$ cat src/rtl/seven_seg_pkg.sv
// Shared constants and segment table for the four-digit seven-segment scanner.
// Segment patterns are active-low {g,f,e,d,c,b,a}.
package seven_seg_pkg;

  localparam int NUM_DIGITS = 4;
  localparam int IDX_W      = $clog2(NUM_DIGITS);

  localparam logic [6:0]            SEG_OFF = 7'h7F;
  localparam logic [NUM_DIGITS-1:0] AN_OFF  = '1;

  localparam logic [6:0] SEG_TABLE [16] = '{
    7'h40, 7'h79, 7'h24, 7'h30,
    7'h19, 7'h12, 7'h02, 7'h78,
    7'h00, 7'h10, 7'h08, 7'h03,
    7'h46, 7'h21, 7'h06, 7'h0E
  };

endpackage

$ cat src/rtl/seven_seg_scan_hex_to_seg.sv
// Combinational hex nibble to active-low seven-segment pattern.
// Pure table lookup into the shared package.
module hex_to_seg
  import seven_seg_pkg::*;
(
  input  logic [3:0] i_hex,
  output logic [6:0] o_seg
);

  assign o_seg = SEG_TABLE[i_hex];

endmodule

$ cat src/rtl/seven_seg_scan.sv
// Time-multiplexed four-digit seven-segment driver with per-frame snapshot,
// leading-zero blanking and a frame boundary pulse.
module seven_seg_scan
  import seven_seg_pkg::*;
#(
  parameter int REFRESH_DIV = 50000
) (
  input  logic        clk,
  input  logic        rst,
  input  logic        enable,
  input  logic [15:0] digits,
  input  logic [3:0]  dp_in,
  input  logic        blank_lz,
  output logic [3:0]  an,
  output logic [6:0]  seg,
  output logic        dp,
  output logic        frame_done
);

  localparam int PW = (REFRESH_DIV > 1) ? $clog2(REFRESH_DIV) : 1;
  localparam logic [PW-1:0] P_MAX = PW'(REFRESH_DIV - 1);

  logic [PW-1:0]    r_presc;
  logic [IDX_W-1:0] r_idx;
  logic [15:0]      r_snap;
  logic [3:0]       r_dps;
  logic [3:0]       r_an;
  logic [6:0]       r_seg;
  logic             r_dp;
  logic             r_fd;

  logic             w_tick;
  logic             w_wrap;
  logic [IDX_W-1:0] w_idx_nx;
  logic [15:0]      w_snap_nx;
  logic [3:0]       w_dps_nx;
  logic [3:0]       w_nib;
  logic [6:0]       w_seg;
  logic [3:0]       w_an;
  logic             w_hi_zero;
  logic             w_blank;

  assign w_tick    = enable && (r_presc == P_MAX);
  assign w_wrap    = w_tick && (r_idx == IDX_W'(NUM_DIGITS - 1));
  assign w_idx_nx  = r_idx + 1'b1;
  // Outputs decode the next slot from the snapshot it will see.
  assign w_snap_nx = w_wrap ? digits : r_snap;
  assign w_dps_nx  = w_wrap ? dp_in : r_dps;
  assign w_nib     = w_snap_nx[{w_idx_nx, 2'b00} +: 4];
  assign w_an      = ~(4'b0001 << w_idx_nx);

  always_comb begin
    w_hi_zero = 1'b0;
    unique case (w_idx_nx)
      2'd0: w_hi_zero = 1'b0;
      2'd1: w_hi_zero = (w_snap_nx[15:4] == '0);
      2'd2: w_hi_zero = (w_snap_nx[15:8] == '0);
      2'd3: w_hi_zero = (w_snap_nx[15:12] == '0);
    endcase
  end

  assign w_blank = blank_lz && w_hi_zero;

  hex_to_seg u_hex (
    .i_hex (w_nib),
    .o_seg (w_seg)
  );

  always_ff @(posedge clk) begin
    if (!rst) begin
      r_presc <= '0;
      r_idx   <= '0;
      r_snap  <= '0;
      r_dps   <= '0;
      r_an    <= AN_OFF;
      r_seg   <= SEG_OFF;
      r_dp    <= 1'b1;
      r_fd    <= 1'b0;
    end else begin
      r_fd <= w_wrap;
      if (enable) begin
        r_presc <= w_tick ? '0 : r_presc + 1'b1;
      end
      if (w_tick) begin
        r_idx  <= w_idx_nx;
        r_snap <= w_snap_nx;
        r_dps  <= w_dps_nx;
        if (w_blank) begin
          r_an  <= AN_OFF;
          r_seg <= SEG_OFF;
          r_dp  <= 1'b1;
        end else begin
          r_an  <= w_an;
          r_seg <= w_seg;
          r_dp  <= ~w_dps_nx[w_idx_nx];
        end
      end
    end
  end

  assign an         = r_an;
  assign seg        = r_seg;
  assign dp         = r_dp;
  assign frame_done = r_fd;

endmodule

$ cat config.mk
export PLATFORM = sky130hd
export DESIGN_NAME = seven_seg_scan
export DESIGN_NICKNAME = d
export VERILOG_FILES = /design/src/rtl/seven_seg_pkg.sv /design/src/rtl/seven_seg_scan_hex_to_seg.sv /design/src/rtl/seven_seg_scan.sv
export SDC_FILE = /design/constraint.sdc
export NUM_CORES = 1
export LEC_CHECK = 0
export ABC_AREA = 1
export ABC_CLOCK_PERIOD_IN_PS = 6100
export CAP_MARGIN = 25
export CELL_PAD_IN_SITES_DETAIL_PLACEMENT = 1
export CELL_PAD_IN_SITES_GLOBAL_PLACEMENT = 2
export CORE_AREA = 5 5 96 98
export DETAILED_ROUTE_END_ITERATION = 7
export DIE_AREA = 0 0 101 103
export PLACE_DENSITY_LB_ADDON = 0.1
export SYNTH_ARGS = -nofsm -noshare
export SYNTH_HDL_FRONTEND = slang
export SYNTH_HIERARCHICAL = 1
export SYNTH_SLANG_ARGS = --single-unit
$ cat constraint.sdc
create_clock -name clk -period 6.1 [get_ports clk]
set_input_delay 1.22 -clock clk [delete_from_list [all_inputs] [get_ports clk]]
set_output_delay 1.22 -clock clk [all_outputs]
set_load 0.01 [all_outputs]
==> impl_metrics.tcl, run 1 <==
set metrics [dict create \
    outcome "complete, no violations" \
    relSlewSlack_pct 43.14 \
    grt_max_degree 25 \
    synth_area_leader_cell "dfxtp_1" \
    grt_usage_pct 15.06 \
    pwr_density_cell_nw_per_um2 175.1 \
    drt_iter0_markers 81 \
    cap_violations 0 \
    die_area_um2 10400 \
    drive_above_1_share_pct 7.073 \
    critPathBufInv 4 \
    final-setup-viol-count 0 \
    synth_area_leaders "dfxtp_1 38%, nand2_1 9.4%, nor2_1 9.0%" \
    place_hpwl_um 5497 \
    drt_pass1_iterations 4 \
    path_class "input port to flip-flop" \
    wl_per_cell_um 14.24 \
    cts_tree "built" \
    hold_start "r_snap[5]" \
    cp_max_fo 24 \
    grt_pass1_wl_um 12430 \
    synthCells 376 \
    num_vias 2446 \
    path_delay_family "buffers and inverters" \
    fin_total_pwr_uw 559.5 \
    fmax_ghz 0.2286 \
    synth_flop_cell "dfxtp_1" \
    grt_pass1_vias 2570 \
    worst_pin_slew_ns 0.8520 \
    hold_viol_final 0 \
    post-cts-setup-buffer-count 0 \
    cp_common_cell "nand2_1" \
    clk_latency_ns 0.30 \
    cts_made_buffers 5 \
    dp_slack_ns 1.374 \
    grt-ovfl-total 0 \
    post_synth_instance_area_um2 2673 \
    final_util_pct 38.12 \
    irDropWorstVdd_mv 0.07976 \
    synth_seq_cells 51 \
    r2r_start "r_idx[0]" \
    hold_ws_ns 0.4844 \
    gp_congestion 0.7889 \
    nets 446 \
    clk_pin_slew_ns 0.09 \
    num_rows 34 \
    pwr-share-comb_pct 5.3 \
    period_minus_slack_ns 4.375 \
    chipHeight_um 103 \
    synth_fp_nets 413 \
    avgViaCountPerCell 4.722 \
    crit_chain "clkdlybuf4s50_1 > inv_2 > nor2_4 > nand4_4 > inv_1 > nand2_1 > nand3_1 > o21ai_0 > o21ai_0 > inv_1 > ha_1 > nand2_1 > nand3_1 > nand2_1 > nor2_1 > a21oi_2" \
    synth_area_per_cell_um2 7.108 \
    cts-htree-levels 2 \
    rsz0062_at_grt "false" \
    diodes 0 \
    critPathLaunchType "input port" \
    sw_frac_of_total_pct 23.09 \
    yosysTopAreaCellShare_pct 38.20 \
    critPathMaxStageDelay_ns 0.59 \
    clkPwrFrac_pct 34.9 \
    cts_buffer_depth 2 \
    cpMaxStageDelayCell "clkdlybuf4s50_1" \
    ys_seq_area_share_pct 38.20 \
    ctsHoldBuffers 0 \
    slew_viol_final 0 \
    layout_setup_ws_ns 1.725 \
    internal-power_uw 430.3 \
    netSwitchingPower_uw 129.2 \
    io_pins 37 \
    clkSinkCount 51 \
    start_util_pct 31.89 \
    die_w_um 101 \
    yosysMostFrequentCell "nand2_1" \
    ys_types 40 \
    async_flop_share_pct 0 \
    ant_nets 0 \
    drc_errors 0 \
    syn_to_final_growth_pct 19.52 \
    hold_path_class "flip-flop to flip-flop" \
    crit_required_ns 6.30 \
    p_leak_nw 1.353 \
    crit_arrival_ns 4.57 \
    portBuffers 36 \
    p_seq_share_pct 59.8 \
    yosys-top-cells-count "67 x nand2_1, 64 x nor2_1, 51 x dfxtp_1, 43 x inv_1, 28 x nand3_1" \
    yosysWarnings 6 \
    clock_skew_ns 0.003896 \
    setup_tns_ns 0 \
    core-area_um2 8381 \
    synth_edf_count 0 \
    post_cts_resized 0 \
    antenna_found_initial 0 \
    critPathLaunch "enable" \
    cts_root_buffer "clkbuf_8" \
    cp-end-kind "flip-flop" \
    fin_crit_sh_pct 71.72 \
    drt-total-wl_um 7376 \
]
-- state kept, by name, indices dropped and copies added, names as in the netlist --
register and count:
r_presc 16, r_snap 16, seg 7, an 4, r_dps 4, r_idx 2, dp 1, frame_done 1
-- power groups by stage --
stage	registers, mW	logic, mW	clock network (mW)
final	0.335	0.0298	0.195
after floorplan	0.342	0.0107	0
after global routing	0.335	0.0328	0.221
after CTS	0.335	0.0307	0.205
after detailed placement	0.342	0.0305	0
after global placement	0.342	0.0303	0
-- worst min-delay path, stage by stage (launching register included) --
cell	delay, ns
dfxtp_1	0.31
nand2_1	0.07
a21oi_1	0.06
-- final cells by class --
class	count	area (um2)
Sequential cell	51	1021
Fill cell	1070	5186
Multi-Input combinational cell	269	1424
Clock buffer	7	76.32
Tap cell	108	135.1
Timing Repair Buffer	36	360.3
Inverter	46	172.7
Clock inverter	1	5.005
-- per-layer routing --
layer | up-vias | part of all wire (%) | GRT usage (%)
met1 | 1129 | 49 | 20.38
met2 | 33 | 46 | 24.41
met4 | 0 | 1.4 | 4.601
met3 | 9 | 4.1 | 2.842
met5 | - | 0 | 0
li1 | 1275 | - | -
-- final timing paths --
check / slack (ns) / to / cells past startpoint
max: 1.72 / seg[3] / 16
min: 0.48 / r_snap[5] / 2
max reg2reg: 2.30 / seg[3] / 14
min reg2reg: 0.48 / r_snap[5] / 2
-- stage by stage --
stage               cells  area [um2]
finish                518        3194
global route          518        3194
CTS                   518        3194
detailed placement    510        3113
global placement      510        3113
floorplan             376        2673
-- placed cells by master (no fill, tap or decap), types with 2 or more instances in the layout --
cell,instances
a21oi_1,24
a21oi_2,10
a32o_1,2
clkbuf_1,2
clkbuf_8,5
clkdlybuf4s50_1,36
dfxtp_1,51
ha_1,13
inv_1,43
inv_2,2
nand2_1,67
nand2_2,2
nand3_1,28
nand4_1,3
nor2_1,64
nor2_2,2
nor2_4,2
nor3_1,12
o21ai_0,17
o21ai_1,2
o31ai_1,2
or2_0,2
-- cells by family (layout without fill, tap and decap cells) --
logic type	after synthesis	in the layout	synth area share (%)
buffers and inverters	56	90	8.520
adders and majority gates	13	13	6.086
and+or+nand+nor	190	190	31.84
AOI/OAI and AO/OA	63	63	14.33
xor gates and xnor gates	2	2	0.6556
DFF	51	51	38.20
muxes	1	1	0.3745
No activity file was read; power rests on OpenSTA's default activity.
==> inputs of run 2 (changes only) <==
Settings changed: ABC_CLOCK_PERIOD_IN_PS 6100 to 4050, CORE_AREA 5 5 96 98 to 5 5 101 103, DIE_AREA 0 0 101 103 to 0 0 106 108.
Clock period 6.1 ns to 4.05 ns, I/O delays scaled along.
==> impl_metrics.tcl, run 2 (same netlist as run 1, synthesis figures left out) <==
set metrics [dict create \
    diodes 0 \
    clk_latency_ns 0.30 \
    final_common_cell "nand2_1" \
    path_class "input port to flip-flop" \
    die_area_um2 11450 \
    post_dp_cell_area_um2 3169 \
    slew_viol_final 0 \
    finalInstanceArea_um2 3272 \
    cp-endpoint "seg[1]" \
    final-setup-viol-count 0 \
    avgViaCountPerCell 4.672 \
    critPathLaunchType "input port" \
    clock_skew_ns 0.005750 \
    outcome "complete, no violations" \
    drt_iter0_markers 61 \
    cts_root_buffer "clkbuf_8" \
    n_fill_cell 1153 \
    irDropWorstVdd_mv 0.1150 \
    wl_per_cell_um 14.95 \
    fmax_ghz 0.2923 \
    clk_pin_slew_ns 0.09 \
    gp_congestion 0.7714 \
    ctsHoldBuffers 0 \
    die_w_um 106 \
    holdPathStages 2 \
    period_minus_slack_ns 3.421 \
    cap_violations 0 \
    worst-r2r-setup-slack_ns 1.07 \
    antenna_found_initial 0 \
    critPathLaunch "enable" \
    grt_pass1_wl_um 13080 \
    num_vias 2462 \
    num_rows 35 \
    grt-ovfl-total 0 \
    final_cell_mix "67 x nand2_1, 64 x nor2_1, 51 x dfxtp_1" \
    fin_crit_sh_pct 84.47 \
    hold_ws_ns 0.4805 \
    portBuffers 36 \
    core-area_um2 9109 \
    cp_max_fo 17 \
    post-cts-setup-buffer-count 0 \
    post_cts_resized 0 \
    cts_buffer_depth 2 \
    crit_required_ns 4.25 \
    relSlewSlack_pct 46.45 \
    grt_max_degree 24 \
    pwr_density_cell_nw_per_um2 276.6 \
    nets 453 \
    p_leak_nw 1.395 \
    r2r_start "r_presc[1]" \
    rsz0062_at_grt "false" \
    hold_path_class "flip-flop to flip-flop" \
    cts_made_buffers 5 \
    drt_pass1_iterations 4 \
    cts-htree-levels 2 \
    drive_above_1_share_pct 8.654 \
    ant_nets 0 \
    grt_pass1_vias 2579 \
    setup_tns_ns 0 \
    reg2reg_to "seg[1]" \
    drc_errors 0 \
    crit_arrival_ns 3.62 \
    chipHeight_um 108 \
    start_util_pct 29.34 \
    cts_tree "built" \
    clkSinkCount 51 \
    io_pins 37 \
    place_hpwl_um 5927 \
    cp-end-kind "flip-flop" \
    grt_usage_pct 14.31 \
    rr_worst_depth 14 \
    drt-total-wl_um 7877 \
    worst_pin_slew_ns 0.8024 \
    hold_viol_final 0 \
    syn_to_final_growth_pct 22.43 \
]
run 2: metal layers:
| metal | wire length (um) | part of all wire, % | vias to the layer above | GRT usage, % |
|---|---|---|---|---|
| met5 | 0 | 0 | - | 0 |
| met4 | 40 | 0.51 | 0 | 3.885 |
| met3 | 282 | 3.6 | 2 | 2.866 |
| met2 | 3406 | 43 | 31 | 22.63 |
| met1 | 4148 | 53 | 1141 | 19.88 |
| li1 | - | - | 1288 | - |
run 2: layout make-up:
type	instances	area, um2	area share (%)
Timing Repair Buffer	43	412.9	12.62
Clock inverter	1	30.03	0.9178
Clock buffer	6	72.57	2.218
Sequential cell	51	1021	31.20
Tap cell	111	138.9	4.245
Multi-Input combinational cell	269	1424	43.52
Inverter	46	172.7	5.277
run 2: worst max-delay path: stages:
cell             delay, ns
clkdlybuf4s50_1       0.59
inv_2                 0.12
nor2_4                0.16
nand4_4               0.17
buf_4                 0.25
a21oi_1               0.30
a21oi_1               0.11
a32o_1                0.28
inv_1                 0.17
ha_1                  0.27
nand3_1               0.09
nand2_1               0.06
nor2_1                0.15
a21oi_2               0.08
run 2: report_power, final:
part | internal [mW] | total (mW) | switching [mW] | leakage (nW)
logic | 0.0240 | 0.0467 | 0.0226 | 0.932
clock network | 0.182 | 0.354 | 0.173 | 0.0513
registers | 0.503 | 0.504 | 0.00122 | 0.411
run 2: worst min-delay path by stage:
| stage | from | to | slack (ns) |
|---|---|---|---|
| 3_3_place_gp | an[0] | an[0] | 0.46 |
| 2_1_floorplan | r_dps[0] | r_dps[0] | 0.45 |
| 4_1_cts | r_snap[3] | r_snap[3] | 0.48 |
| 6_report | r_snap[3] | r_snap[3] | 0.48 |
| 3_5_place_dp | r_snap[3] | r_snap[3] | 0.47 |
| 5_1_grt | r_snap[1] | r_snap[1] | 0.51 |
run 2: stage by stage:
| step | worst slack [ns] | util, % | total power [mW] | std cells |
|---|---|---|---|---|
| 4_1_cts | 0.6282 | 35.92 | 0.9232 | 527 |
| 5_1_grt | 0.3448 | 35.92 | 0.9474 | 527 |
| 6_report | 0.6292 | 35.92 | 0.9050 | 527 |
| 3_3_place_gp | 0.3551 | 34.79 | 0.5631 | 520 |
| 2_1_floorplan | 1.096 | - | 0.5316 | 376 |
| 3_5_place_dp | 0.3095 | 34.79 | 0.5630 | 520 |
==> inputs of run 3 (changes only) <==
Settings changed: ABC_CLOCK_PERIOD_IN_PS 4050 to 2850, CORE_AREA 5 5 101 103 to 5 5 104 106, DIE_AREA 0 0 106 108 to 0 0 109 111.
Clock period 4.05 ns to 2.85 ns, I/O delays scaled along.
==> impl_metrics.tcl, run 3 (same netlist as run 1, synthesis figures left out) <==
set metrics [dict create \
    outcome "complete, no violations" \
    clkPwrFrac_pct 36.8 \
    dp_slack_ns -0.3937 \
    drt_iter0_markers 59 \
    rr_worst_depth 15 \
    hold_ws_ns 0.4845 \
    cp_max_fo 6 \
    final_cell_mix "65 x nand2_1, 60 x nor2_1, 49 x dfxtp_1" \
    fin_cells 584 \
    setup_tns_ns 0 \
    io_pins 37 \
    period_minus_slack_ns 2.629 \
    drive_above_1_share_pct 20.18 \
    core-area_um2 9684 \
    syn_to_final_growth_pct 36.84 \
    cts_root_buffer "clkbuf_8" \
    cap_violations 0 \
    crit_chain "ha_4 > nand2_2 > nor2_4 > nand4_4 > buf_12 > buf_4 > mux2i_1 > o21ai_0 > o22a_1 > buf_4 > nand2_1 > nand3_1 > nand2_1 > nor2_1 > a21oi_2" \
    cts_made_buffers 5 \
    grt_max_degree 22 \
    irDropWorstVdd_mv 0.2064 \
    min_to "r_dps[2]" \
    fin_crit_sh_pct 92.26 \
    path_delay_family "simple AND/OR/NAND/NOR gates" \
    die_area_um2 12100 \
    grt_pass1_vias 2683 \
    final_common_cell "nand2_1" \
    final-setup-viol-count 0 \
    critPathLaunchType "flip-flop" \
    p_leak_nw 1.587 \
    grt_pass1_wl_um 13310 \
    ant_nets 0 \
    cts-htree-levels 2 \
    relSlewSlack_pct 71.56 \
    wl_per_cell_um 13.98 \
    diodes 0 \
    sw_frac_of_total_pct 23.74 \
    avgViaCountPerCell 4.478 \
    pwr-share-comb_pct 5.7 \
    worst_pin_slew_ns 0.4266 \
    clock_skew_ns 0.01395 \
    place_hpwl_um 6291 \
    clkSinkCount 51 \
    cpMaxStageDelayCell "dfxtp_1" \
    start_util_pct 27.60 \
    crit_required_ns 3.05 \
    hold_path_class "flip-flop to flip-flop" \
    cp-end-kind "flip-flop" \
    grt_usage_pct 13.82 \
    grt-ovfl-total 0 \
    p_seq_share_pct 57.5 \
    pwr_density_cell_nw_per_um2 341.1 \
    internal-power_uw 951.3 \
    holdPathStages 2 \
    drt-total-wl_um 8167 \
    num_rows 36 \
    ctsHoldBuffers 0 \
    clk_latency_ns 0.31 \
    reg2reg_to "seg[4]" \
    crit_arrival_ns 2.83 \
    cts_buffer_depth 2 \
    gp_congestion 0.7897 \
    r2r_start "r_presc[0]" \
    slew_viol_final 0 \
    die_w_um 109 \
    path_class "flip-flop to flip-flop" \
    antenna_found_initial 0 \
    portBuffers 36 \
    hold_start "r_dps[2]" \
    netSwitchingPower_uw 296.2 \
    critPathBufInv 3 \
    num_vias 2615 \
    worst-r2r-setup-slack_ns 0.22 \
    clk_pin_slew_ns 0.09 \
    chipHeight_um 111 \
    drt_pass1_iterations 4 \
    hold_viol_final 0 \
    layout_setup_ws_ns 0.2206 \
    cts_tree "built" \
    rsz0062_at_grt "false" \
    drc_errors 0 \
    nets 487 \
    critPathMaxStageDelay_ns 0.39 \
    fmax_ghz 0.3803 \
    dp.cells 574 \
]
==> run 3: cell count changes in the layout (fill, tap and decap cells not counted), moves of 3 or more <==
cell / change
inv_1: -5
o21ai_0: -3
o21ai_1: +3
nor2_2: +4
buf_4: +32
nor2_1: -4
inv_2: +4
==> run 3: worst max-delay path by stage <==
stage | to | cells past startpoint | slack [ns] | startpoint
floorplan | seg[3] | 16 | 0.14 | enable
global placement | seg[3] | 17 | -0.38 | enable
detailed placement | seg[3] | 16 | -0.39 | enable
CTS | seg[0] | 17 | 0.005 | enable
global route | seg[0] | 18 | 0.004 | r_presc[3]
finish | seg[4] | 15 | 0.22 | r_presc[0]
==> run 3: final cells by class <==
| cell class | count | area (um2) |
|---|---|---|
| Sequential cell | 51 | 1023 |
| Clock inverter | 2 | 16.27 |
| Multi-Input combinational cell | 269 | 1491 |
| Timing Repair Buffer | 77 | 700.7 |
| Inverter | 46 | 176.4 |
| Tap cell | 133 | 166.4 |
| Clock buffer | 6 | 82.58 |
| Fill cell | 1198 | 6027 |
==> run 3: power groups by stage <==
stage               Sequential, mW  Clock (mW)  Combinational [mW]
floorplan                    0.732           0              0.0230
global placement             0.733           0              0.0712
detailed placement           0.733           0              0.0713
CTS                          0.717       0.488              0.0721
global route                 0.719       0.516              0.0776
finish                       0.718       0.459              0.0711
==> run 3: metal layers <==
layer  GRT usage (%)  part of all wire (%)
met1           18.75                    50
met2           22.19                    46
met3           2.912                   3.1
met4           3.283                  0.98
met5               0                     0
==> run 3: timing repair <==
| item | CTS | global route |
|---|---|---|
| pin swaps | 1 | 5 |
| buffers inserted | 0 | 1 |
| cloned | 0 | 1 |
| resized for setup | 5 | 21 |
| setup endpoints to repair | 3 | 7 |
==> run 3: worst min-delay path, cell delays in order, from the launching register on <==
cell and delay (ns):
dfxtp_1 0.32, a21oi_1 0.07, nor2_1 0.07
==> run 3: through the flow <==
stage          area (um2)  power [mW]  util (%)
2_1_floorplan        2673      0.7554         -
3_3_place_gp         3450      0.8041     35.62
3_5_place_dp         3450      0.8044     35.62
4_1_cts              3562       1.277     36.78
5_1_grt              3657       1.312     37.76
6_report             3657       1.248     37.76
